File: config.mk
export PLATFORM = sky130hd
export DESIGN_NAME = note_scheduler
export DESIGN_NICKNAME = d
export VERILOG_FILES = /design/src/rtl/piano_pkg.sv /design/src/rtl/note_scheduler_debouncer.sv /design/src/rtl/note_scheduler.sv
export SDC_FILE = /design/constraint.sdc
export NUM_CORES = 1
export LEC_CHECK = 0
export CAP_MARGIN = 20
export CORE_MARGIN = 8
export CORE_UTILIZATION = 44
export CTS_CLUSTER_DIAMETER = 200
export CTS_CLUSTER_SIZE = 14
export DETAILED_ROUTE_END_ITERATION = 8
export PLACE_DENSITY = 0.61
export SETUP_SLACK_MARGIN = 0.1
export SYNTH_ARGS = -nofsm -noshare
export SYNTH_HDL_FRONTEND = slang
export SYNTH_SLANG_ARGS = --single-unit
File: constraint.sdc
create_clock -name CLOCK_50 -period 3.45 [get_ports CLOCK_50]
set_input_delay 0.345 -clock CLOCK_50 [delete_from_list [all_inputs] [get_ports CLOCK_50]]
set_output_delay 0.345 -clock CLOCK_50 [all_outputs]
set_load 0.03 [all_outputs]
File: src/rtl/piano_pkg.sv
// Shared types and constants for the piano note scheduler: note and FSM
// state encodings, the tone half-period ROM and small helper functions.
package piano_pkg;

   localparam int TONE_DIV_W = 17;

   typedef enum logic [2:0] {
      NOTE_C    = 3'd0,
      NOTE_D    = 3'd1,
      NOTE_E    = 3'd2,
      NOTE_F    = 3'd3,
      NOTE_G    = 3'd4,
      NOTE_A    = 3'd5,
      NOTE_B    = 3'd6,
      NOTE_NONE = 3'd7
   } note_t;

   typedef enum logic [1:0] {
      IDLE    = 2'd0,
      LOAD    = 2'd1,
      PLAY    = 2'd2,
      RELEASE = 2'd3
   } sched_state_t;

   // Half-period divisors for a 50 MHz clock.
   localparam logic [TONE_DIV_W-1:0] TONE_DIV_C = 17'd95556;
   localparam logic [TONE_DIV_W-1:0] TONE_DIV_D = 17'd85131;
   localparam logic [TONE_DIV_W-1:0] TONE_DIV_E = 17'd75843;
   localparam logic [TONE_DIV_W-1:0] TONE_DIV_F = 17'd71586;
   localparam logic [TONE_DIV_W-1:0] TONE_DIV_G = 17'd63776;
   localparam logic [TONE_DIV_W-1:0] TONE_DIV_A = 17'd56818;
   localparam logic [TONE_DIV_W-1:0] TONE_DIV_B = 17'd50619;

   // ROM lookup; NOTE_NONE maps to a silent zero divisor.
   function automatic logic [TONE_DIV_W-1:0] tone_div_rom(input note_t n);
      logic [TONE_DIV_W-1:0] d;
      case (n)
         NOTE_C:  d = TONE_DIV_C;
         NOTE_D:  d = TONE_DIV_D;
         NOTE_E:  d = TONE_DIV_E;
         NOTE_F:  d = TONE_DIV_F;
         NOTE_G:  d = TONE_DIV_G;
         NOTE_A:  d = TONE_DIV_A;
         NOTE_B:  d = TONE_DIV_B;
         default: d = '0;
      endcase
      return d;
   endfunction

   // Highest set bit of a key vector as a note, NOTE_NONE when empty.
   function automatic note_t highest_note(input logic [6:0] keys);
      note_t r;
      r = NOTE_NONE;
      for (int i = 0; i < 7; i++) begin
         if (keys[i]) r = note_t'(3'(i));
      end
      return r;
   endfunction

endpackage

File: src/rtl/note_scheduler_debouncer.sv
// One-bit key debouncer: two-flop synchronizer followed by a stability
// counter. The debounced level flips only after the synchronized input has
// disagreed with it for DEBOUNCE_CYCLES consecutive cycles; any bounce back
// restarts the count. Input-to-output latency is 2 + DEBOUNCE_CYCLES.
module key_debouncer #(
   parameter int DEBOUNCE_CYCLES = 1_000_000
) (
   input  logic clk,
   input  logic rst_n,
   input  logic raw,
   output logic level
);

   localparam int CNT_W = $clog2(DEBOUNCE_CYCLES + 1);
   localparam logic [CNT_W-1:0] CNT_LAST = CNT_W'(DEBOUNCE_CYCLES - 1);

   logic             meta;
   logic             synced;
   logic [CNT_W-1:0] cnt;

   // Synchronize the raw key and count consecutive cycles of disagreement.
   always_ff @(posedge clk or negedge rst_n) begin
      if (!rst_n) begin
         meta   <= 1'b0;
         synced <= 1'b0;
         cnt    <= '0;
         level  <= 1'b0;
      end else begin
         meta   <= raw;
         synced <= meta;
         if (synced != level) begin
            if (cnt == CNT_LAST) begin
               level <= synced;
               cnt   <= '0;
            end else begin
               cnt <= cnt + CNT_W'(1);
            end
         end else begin
            cnt <= '0;
         end
      end
   end

endmodule

File: src/rtl/note_scheduler.sv
// Monophonic note scheduler: debounces seven note keys, picks one note
// (newest press wins, fall back to the highest held key) and drives a shared
// tone generator through a load/ack handshake, keeping the tone enabled for
// a release tail after the last key goes up.
// Optional feature macro: NOTE_SCHED_OCTAVE_EN adds an octave_up input that
// halves the divisor (one octave higher).
// Handshake: tone_load is high exactly while the FSM is in LOAD; tone_div and
// note_idx are stable while it is high unless the selection itself changes.
// The generator acknowledges by raising tone_ack for at least one cycle;
// tone_ack is ignored in every other state. tone_load falls on the edge that
// samples tone_ack, or asynchronously on reset (treated as an abort).
module note_scheduler
   import piano_pkg::*;
#(
   parameter int DEBOUNCE_CYCLES = 1_000_000,
   parameter int RELEASE_CYCLES  = 2_500_000,
   parameter int DIV_W           = 17
) (
   input  logic             CLOCK_50,
   input  logic             reset_n,
   input  logic [6:0]       note_in,
`ifdef NOTE_SCHED_OCTAVE_EN
   input  logic             octave_up,
`endif
   input  logic             tone_ack,
   output logic             tone_load,
   output logic [DIV_W-1:0] tone_div,
   output logic             tone_en,
   output logic [2:0]       note_idx,
   output logic [6:0]       keys_db,
   output sched_state_t     state
);

   localparam int RCNT_W = $clog2(RELEASE_CYCLES + 1);
   localparam logic [RCNT_W-1:0] REL_LAST = RCNT_W'(RELEASE_CYCLES - 1);

   sched_state_t          next_state;
   logic [6:0]            keys_prev;
   logic [6:0]            rise;
   logic [7:0]            keys_ext;
   logic                  held;
   note_t                 sel_q;
   note_t                 sel_cur;
   logic [TONE_DIV_W-1:0] rom_val;
   logic [DIV_W-1:0]      div_cur;
   logic                  changed;
   logic [RCNT_W-1:0]     rel_cnt;
   logic                  take_sel;
   logic                  set_en;
   logic                  go_idle;
   logic                  start_tail;
   logic                  tail_step;

   genvar gi;
   generate
      for (gi = 0; gi < 7; gi++) begin : g_db
         key_debouncer #(
            .DEBOUNCE_CYCLES(DEBOUNCE_CYCLES)
         ) u_db (
            .clk  (CLOCK_50),
            .rst_n(reset_n),
            .raw  (note_in[gi]),
            .level(keys_db[gi])
         );
      end
   endgenerate

`ifdef NOTE_SCHED_OCTAVE_EN
   logic oct_meta;
   logic oct_sync;

   // Octave switch is only synchronized; it is a level, not a bouncing key.
   always_ff @(posedge CLOCK_50 or negedge reset_n) begin
      if (!reset_n) begin
         oct_meta <= 1'b0;
         oct_sync <= 1'b0;
      end else begin
         oct_meta <= octave_up;
         oct_sync <= oct_meta;
      end
   end
`endif

   // Arbitration: newest rising key wins (highest index on ties); when the
   // selected key drops, fall back to the highest key still held.
   always_comb begin
      rise     = keys_db & ~keys_prev;
      held     = |keys_db;
      keys_ext = {1'b0, keys_db};
      sel_cur  = sel_q;
      if (rise != 7'd0) begin
         sel_cur = highest_note(rise);
      end else if (!held) begin
         sel_cur = NOTE_NONE;
      end else if (sel_q == NOTE_NONE || !keys_ext[sel_q]) begin
         sel_cur = highest_note(keys_db);
      end
   end

   // Divisor for the current selection, optionally shifted up an octave.
   always_comb begin
      rom_val = tone_div_rom(sel_cur);
`ifdef NOTE_SCHED_OCTAVE_EN
      div_cur = oct_sync ? DIV_W'(rom_val >> 1) : DIV_W'(rom_val);
`else
      div_cur = DIV_W'(rom_val);
`endif
      changed = held && ((sel_cur != note_idx) || (div_cur != tone_div));
   end

   // FSM state register.
   always_ff @(posedge CLOCK_50 or negedge reset_n) begin
      if (!reset_n) state <= IDLE;
      else          state <= next_state;
   end

   // FSM next-state and datapath control strobes.
   always_comb begin
      next_state = state;
      take_sel   = 1'b0;
      set_en     = 1'b0;
      go_idle    = 1'b0;
      start_tail = 1'b0;
      tail_step  = 1'b0;
      case (state)
         IDLE: begin
            if (held) begin
               next_state = LOAD;
               take_sel   = 1'b1;
            end
         end
         LOAD: begin
            // A new selection supersedes a pending acknowledge.
            if (changed) begin
               take_sel = 1'b1;
            end else if (tone_ack) begin
               next_state = PLAY;
               set_en     = 1'b1;
            end
         end
         PLAY: begin
            if (!held) begin
               next_state = RELEASE;
               start_tail = 1'b1;
            end else if (changed) begin
               next_state = LOAD;
               take_sel   = 1'b1;
            end
         end
         RELEASE: begin
            // A fresh press beats a tail expiry in the same cycle.
            if (held) begin
               next_state = LOAD;
               take_sel   = 1'b1;
            end else if (rel_cnt == REL_LAST) begin
               next_state = IDLE;
               go_idle    = 1'b1;
            end else begin
               tail_step = 1'b1;
            end
         end
         default: next_state = IDLE;
      endcase
   end

   assign tone_load = (state == LOAD);

   // Selection tracking, registered divisor/note outputs and release counter.
   always_ff @(posedge CLOCK_50 or negedge reset_n) begin
      if (!reset_n) begin
         keys_prev <= '0;
         sel_q     <= NOTE_NONE;
         note_idx  <= 3'd7;
         tone_div  <= '0;
         tone_en   <= 1'b0;
         rel_cnt   <= '0;
      end else begin
         keys_prev <= keys_db;
         sel_q     <= sel_cur;
         if (take_sel) begin
            note_idx <= sel_cur;
            tone_div <= div_cur;
         end
         if (set_en) tone_en <= 1'b1;
         if (go_idle) begin
            tone_en  <= 1'b0;
            note_idx <= 3'd7;
         end
         if (start_tail)     rel_cnt <= '0;
         else if (tail_step) rel_cnt <= rel_cnt + RCNT_W'(1);
      end
   end

endmodule
==> metrics.txt, run 1 <==
IO Port Bufs=40; via count=7937; vias in the first global route=7848; failing checks=setup timing; YS warnings=0; Min-Delay Path Class=in2reg; worst r2r dst=tone_div[6]$_DFFE_PN0P_; worst-margin pin slew=759 ps; Post-Place Setup Slack=-131 ps; # IOs=41; fin cells=1522; Worst Reg-to-Reg Cells=14; run status=complete, but fails checks; unrepaired setup endpoints after global routing=yes; Slew HR=49.4%; Max clock buf depth=3; Initial DRC Count=426; Via density=5.21; Crit Path Max Fanout=8; H-Tree Depth=1; Antenna Cells=0; DRC=0; DIE AREA=between 20000 and 30000 µm²; # fillers=2240; GRT overflow=0; Chip Width=173 µm; Gate Count Post-Synth=1097; maxcap violations=0; crit path DAT=between 3000 and 4000 ps; post-DP HPWL=14700 µm; clock-pin slew on the worst setup and hold paths=about 70 ps; post-route ant nets=0; main flop type after synthesis=dfrtp_1; Crit Path Category=reg2reg; CTS Sinks=216; min Tclk post-route=3570 ps; Die H=173 µm; first-pass GRT wire length=37600 µm; Initial Utilization=approximately 45%; R2R setup slack=-120 ps; Final nets=about 1200; syn nets=between 1000 and 1500; Root Buffer=clkbuf_16; Critical path destination=tone_div[6]$_DFFE_PN0P_; synthesized flop and latch total=about 220; dpl cells=1474; startpoint types=register; Placer Congestion=0.863; Setup Viol. Count Final=19; synthesized area per cell=9.86 µm²; Setup crit end kind=register; Max VDD drop=0.000327 V; final wirelength=roughly 22000 µm; Req. time, crit path=3820 ps; final hold violation count=0; EDFF count, synth=0; Async SR Flop Fraction=100%; Core Footprint=24200 µm²; Final period util=104%; worst-skew pair later-pin latency=around 500 ps; share of cells above drive strength 1=13.2%; FF-to-FF Start=sel_q[1]$_DFF_PN1_; Power per Cell Area=398 nW/µm²; initial antenna violation count=0; sequential element share of the synthesized area=50.1%; Global Route Usage Sum=14.3%; Worst setup startpoint=sel_q[1]$_DFF_PN1_; drt wl/cell=14.2 µm; Worst Hold Margin=287 ps; largest net degree at the start of global routing=101; CTS tree=done; Placement Rows=57; Cell variety after synth=70; Mapped Area=10800 µm²; f_max=0.280 GHz; Hold Path Cell Cnt=1; Max Slew Vio Count=0; Max Clock Skew=18.3 ps; Lkg Pwr=approximately 5.5 nW; Area Overhead vs Synth=17.0%; First-pass DRT Iterations=4; CTS buffer count=19; slack of the critical path=-125 ps
## power by group
part	leakage [nW]	internal, W	switching [W]
Sequential	2.94	0.00259	0.0000570
Combinational	2.35	0.000161	0.000272
Clock	0.257	0.00104	0.000921
## logic make-up after synthesis
family / after synthesis / share of synthesized area, %
buffers and inverters: 67 / 3.27
XOR/XNOR: 129 / 10.4
flip-flops: 216 / 50.1
adder cells (fa/ha/maj): 13 / 1.50
multiplexers: 34 / 3.93
AO/OA/AOI/OAI: 123 / 6.99
AND/OR/NAND/NOR: 515 / 23.8
## what timing repair did
item	4_1_cts	5_1_grt
hold buffers	1	0
pin swaps	12	13
gates cloned	1	0
buffers inserted	13	1
endpoints found under the setup margin	22	23
hold endpoints to repair	96	0
gates resized for setup	21	12
## final cells by class
type                       count  area (µm²)  share of cell area [%]
clock buffer                  31         520                    4.11
clock inverter                 2        17.5                   0.138
inverter                      28         113                   0.890
multi-input combinational    814        5190                    41.0
sequential                   216        5410                    42.8
tap                          324         405                    3.20
timing repair buffer         106         988                    7.81
timing repair inverter         1        6.26                  0.0494
## layer usage
layer	vias up	wire length (µm)	GRT usage, %	share of wire (%)
met5	-	0	0	0
met2	125	10100	23.3	47
li1	3938	-	-	-
met3	36	775	2.24	3.6
met1	3838	10200	19.5	47
met4	0	438	3.95	2.0
## synth_stat cells, drive strengths merged, types with 10 or more instances
master  count  area, µm²
and3       36        225
xor2       77        674
nor2b      12       82.6
a21oi      48        248
nand3      65        325
inv        27        106
nor4b      11       96.3
dfrtp     210       5260
buf        22        180
o21ai      41        209
nand2b     11       68.8
mux2i      14        140
ha         13        163
nor4       10       62.6
mux2       19        263
nor3       21        120
nand2      86        325
nor2      175        659
xnor2      52        455
nand4      22        138
clkbuf     17       63.8
or3        31        194
## through the flow
stage | setup TNS [ps] | area [µm²] | total power [W] | util, %
floorplan | 0 | 10800 | 0.00296 | -
global placement | -632 | 11800 | 0.00313 | 48.8
detailed placement | -1870 | 11800 | 0.00313 | 48.8
CTS | -1550 | 12600 | 0.00514 | 51.9
global route | -5030 | 12700 | 0.00527 | 52.2
finish | -1800 | 12700 | 0.00504 | 52.2
## placed cells by master (no fill, tap or decap), types with 35 or more instances in the layout
cell type | netlist | final
clkdlybuf4s50_1 | 0 | 39
o21ai_0 | 40 | 39
xnor2_1 | 52 | 52
buf_4 | 8 | 55
a21oi_1 | 46 | 41
dfrtp_1 | 210 | 210
and3_1 | 36 | 35
nor2_1 | 174 | 174
xor2_1 | 77 | 77
nand3_1 | 65 | 63
nand2_1 | 85 | 84
## worst min path at each step
| stage | startpoint | end | slack, ps |
|---|---|---|---|
| finish | note_in[2] | g_db[2].u_db.meta$_DFF_PN0_ | 290 |
| global route | note_in[4] | g_db[4].u_db.meta$_DFF_PN0_ | 280 |
| CTS | note_in[4] | g_db[4].u_db.meta$_DFF_PN0_ | 260 |
| detailed placement | g_db[6].u_db.meta$_DFF_PN0_ | g_db[6].u_db.synced$_DFF_PN0_ | 330 |
| global placement | g_db[6].u_db.meta$_DFF_PN0_ | g_db[6].u_db.synced$_DFF_PN0_ | 330 |
| floorplan | reset_n | g_db[0].u_db.cnt[0]$_DFF_PN0_ | 50 |
## registers in the layout, summed over array words and instances (netlist names), 7 cells and up
register	flops
g_db.u_db.cnt	140
g_db.u_db.level	7
keys_prev	7
tone_div	17
rel_cnt	22
g_db.u_db.synced	7
g_db.u_db.meta	7
## critical path: stages (launching register included)
cell      delay, ps
dfstp_2         620
mux2i_2          90
mux4_2          550
buf_6           160
a211oi_4        200
a21oi_2          80
nand2b_4        160
a222oi_1        350
o221a_1         240
and4_4          220
a21oi_2          50
nor2_2          150
buf_12          130
buf_12          130
mux2_4          290
Power figures use the tool's default switching activity.
==> inputs of run 2 (changes only) <==
--- a/config.mk
+++ b/config.mk
@@ -7,3 +7,2 @@
 export LEC_CHECK = 0
-export CAP_MARGIN = 20
 export CORE_MARGIN = 8
==> constraint.sdc (replaced) <==
create_clock -name CLOCK_50 -period 3.45 [get_ports CLOCK_50]
set_input_delay 0.5175 -clock CLOCK_50 [delete_from_list [all_inputs] [get_ports CLOCK_50]]
set_output_delay 0.5175 -clock CLOCK_50 [all_outputs]
set_load 0.03 [all_outputs]
==> run 2 against run 1 <==
The flow still finishes with violations (setup timing). Sequential share of layout area grew 0.33 points. Fmax grew 1.1%. Setup slack gained 37 ps. Global-route usage grew 0.15 points. Critical path depth grew 2. Critical path type unchanged. Critical endpoint is now tone_div[10]$_DFFE_PN0P_.
==> metrics.txt, run 2 (synthesized netlist as in run 1, its figures left out) <==
largest net degree at the start of global routing=97; Final nets=roughly 1200; worst-margin pin slew=a little over 700 ps; post-route ant nets=0; clock-pin slew on the worst setup and hold paths=70 ps; sw frac=24.7%; Placer Congestion=0.854; first-pass GRT wire length=37400 µm; First-pass DRT Iterations=4; Crit Path Category=reg2reg; Initial DRC Count=451; Power per Cell Area=398 nW/µm²; H-Tree Depth=1; Int Power=0.00376 W; final hold violation count=0; final standard cell utilization of the core=51.8%; FF-to-FF Start=sel_q[1]$_DFF_PN1_; # fillers=2237; power share of the sequential group=53.0%; Max Clock Skew=11.0 ps; slack of the critical path=-87.8 ps; Setup Viol. Count Final=17; Post-Place Setup Slack=-108 ps; CTS Sinks=216; Worst Reg-to-Reg Cells=16; Area Overhead vs Synth=16.2%; biggest regs=g_db.u_db.cnt x140, rel_cnt x22, tone_div x17; Initial Utilization=44.6%; run status=complete, but fails checks; Max VDD drop=0.000399 V; Clk pwr share=38.4%; Chip Width=173 µm; via count=a little under 8000; Psw=0.00123 W; unrepaired setup endpoints after global routing=yes; post-DP HPWL=14600 µm; drt wl/cell=14.3 µm; failing checks=setup timing; IO Port Bufs=40; worst-skew pair later-pin latency=approximately 490 ps; Via density=5.18; min Tclk post-route=3540 ps; maxcap violations=0; max reg flops=140; Die H=173 µm; DRC=0; final wirelength=21700 µm; Final period util=103%; Max clock buf depth=3; Max Slew Vio Count=0; CTS buffer count=19; most common cell after layout, fill and taps aside=dfrtp_1; Logic pwr share=8.7%; Core Footprint=24200 µm²; Top reg by flops=g_db.u_db.cnt; area of the multi-input gates=between 5000 and 6000 µm²; vias in the first global route=slightly below 8000; Placement Rows=57; GRT overflow=0; commonest cells after routing, fill and taps aside=dfrtp_1 (209), nor2_1 (174), nand2_1 (85); Global Route Usage Sum=14.4%; DIE AREA=29800 µm²; # IOs=41; Setup crit end kind=register; Worst setup startpoint=sel_q[1]$_DFF_PN1_; startpoint types=register; Req. time, crit path=3830 ps; Min-Delay Path Class=in2async; Antenna Cells=0; Register Area=about 5400 µm²; share of cells above drive strength 1=approximately 13%; Crit Path Max Fanout=10; R2R setup slack=-90 ps; Root Buffer=clkbuf_16; f_max=0.283 GHz; CTS tree=done; worst r2r dst=tone_div[10]$_DFFE_PN0P_; initial antenna violation count=0; crit path DAT=3920 ps; Slew HR=51.9%; Lkg Pwr=5.53 nW
run 2: worst max-delay path by stage:
| stage | to | slack, ps | depth (start not counted) |
|---|---|---|---|
| 2_1_floorplan | tone_div[10]$_DFFE_PN0P_ | 70 | 15 |
| 3_3_place_gp | tone_div[6]$_DFFE_PN0P_ | -60 | 13 |
| 3_5_place_dp | tone_div[2]$_DFFE_PN0P_ | -110 | 14 |
| 4_1_cts | tone_div[4]$_DFFE_PN0P_ | -60 | 15 |
| 5_1_grt | tone_div[10]$_DFFE_PN0P_ | -230 | 16 |
| 6_report | tone_div[10]$_DFFE_PN0P_ | -90 | 16 |
run 2: power by group through the flow:
stage / Combinational, W / Clock (W) / Sequential, W
floorplan: 0.000261 / 0 / 0.00270
global placement: 0.000436 / 0 / 0.00269
detailed placement: 0.000443 / 0 / 0.00269
CTS: 0.000444 / 0.00201 / 0.00264
global route: 0.000495 / 0.00208 / 0.00265
finish: 0.000434 / 0.00192 / 0.00265
run 2: repair_timing:
action                     CTS  global route
setup buffers               13             2
pin swaps                    2             2
gates cloned                 1             1
resized for setup           15            12
setup endpoints to repair   22            23
hold buffers                 0             0
run 2: critical path, cell delays in order, from the launching register on:
cell and delay [ps]:
dfstp_2 600, mux2i_1 100, mux4_2 510, o311a_1 140, or3_4 380, inv_8 110
buf_4 120, nand3_1 90, a21oi_2 160, a2111oi_2 60, buf_4 160, nor3_4 220
a21oi_4 90, nor2_4 100, buf_4 150, buf_16 130, mux2_4 290
run 2: metrics by stage:
step / cells / setup TNS (ps) / hold slack (ps) / area (µm²) / power [W]
after global placement: 1470 / -777 / 336 / 11800 / 0.00313
after floorplan: 1097 / 0 / 222 / 10800 / 0.00296
after detailed placement: 1470 / -1540 / 337 / 11800 / 0.00314
after CTS: 1511 / -764 / 67.4 / 12500 / 0.00510
final: 1514 / -1110 / 35.3 / 12600 / 0.00500
after global routing: 1514 / -4110 / 106 / 12600 / 0.00523
run 2: per-layer routing:
layer / routed length, µm / track usage, %
met5: 0 / 0
met4: 392 / 3.81
met3: 668 / 2.29
met2: 10100 / 24.0
met1: 10500 / 19.3
run 2: cell type report:
| cell class | count | share of cell area [%] |
|---|---|---|
| Tap cell | 324 | 3.23 |
| Timing Repair Buffer | 105 | 7.83 |
| Multi-Input combinational cell | 814 | 40.9 |
| Clock buffer | 25 | 3.96 |
| Clock inverter | 2 | 0.139 |
| Sequential cell | 216 | 43.1 |
| Inverter | 28 | 0.896 |
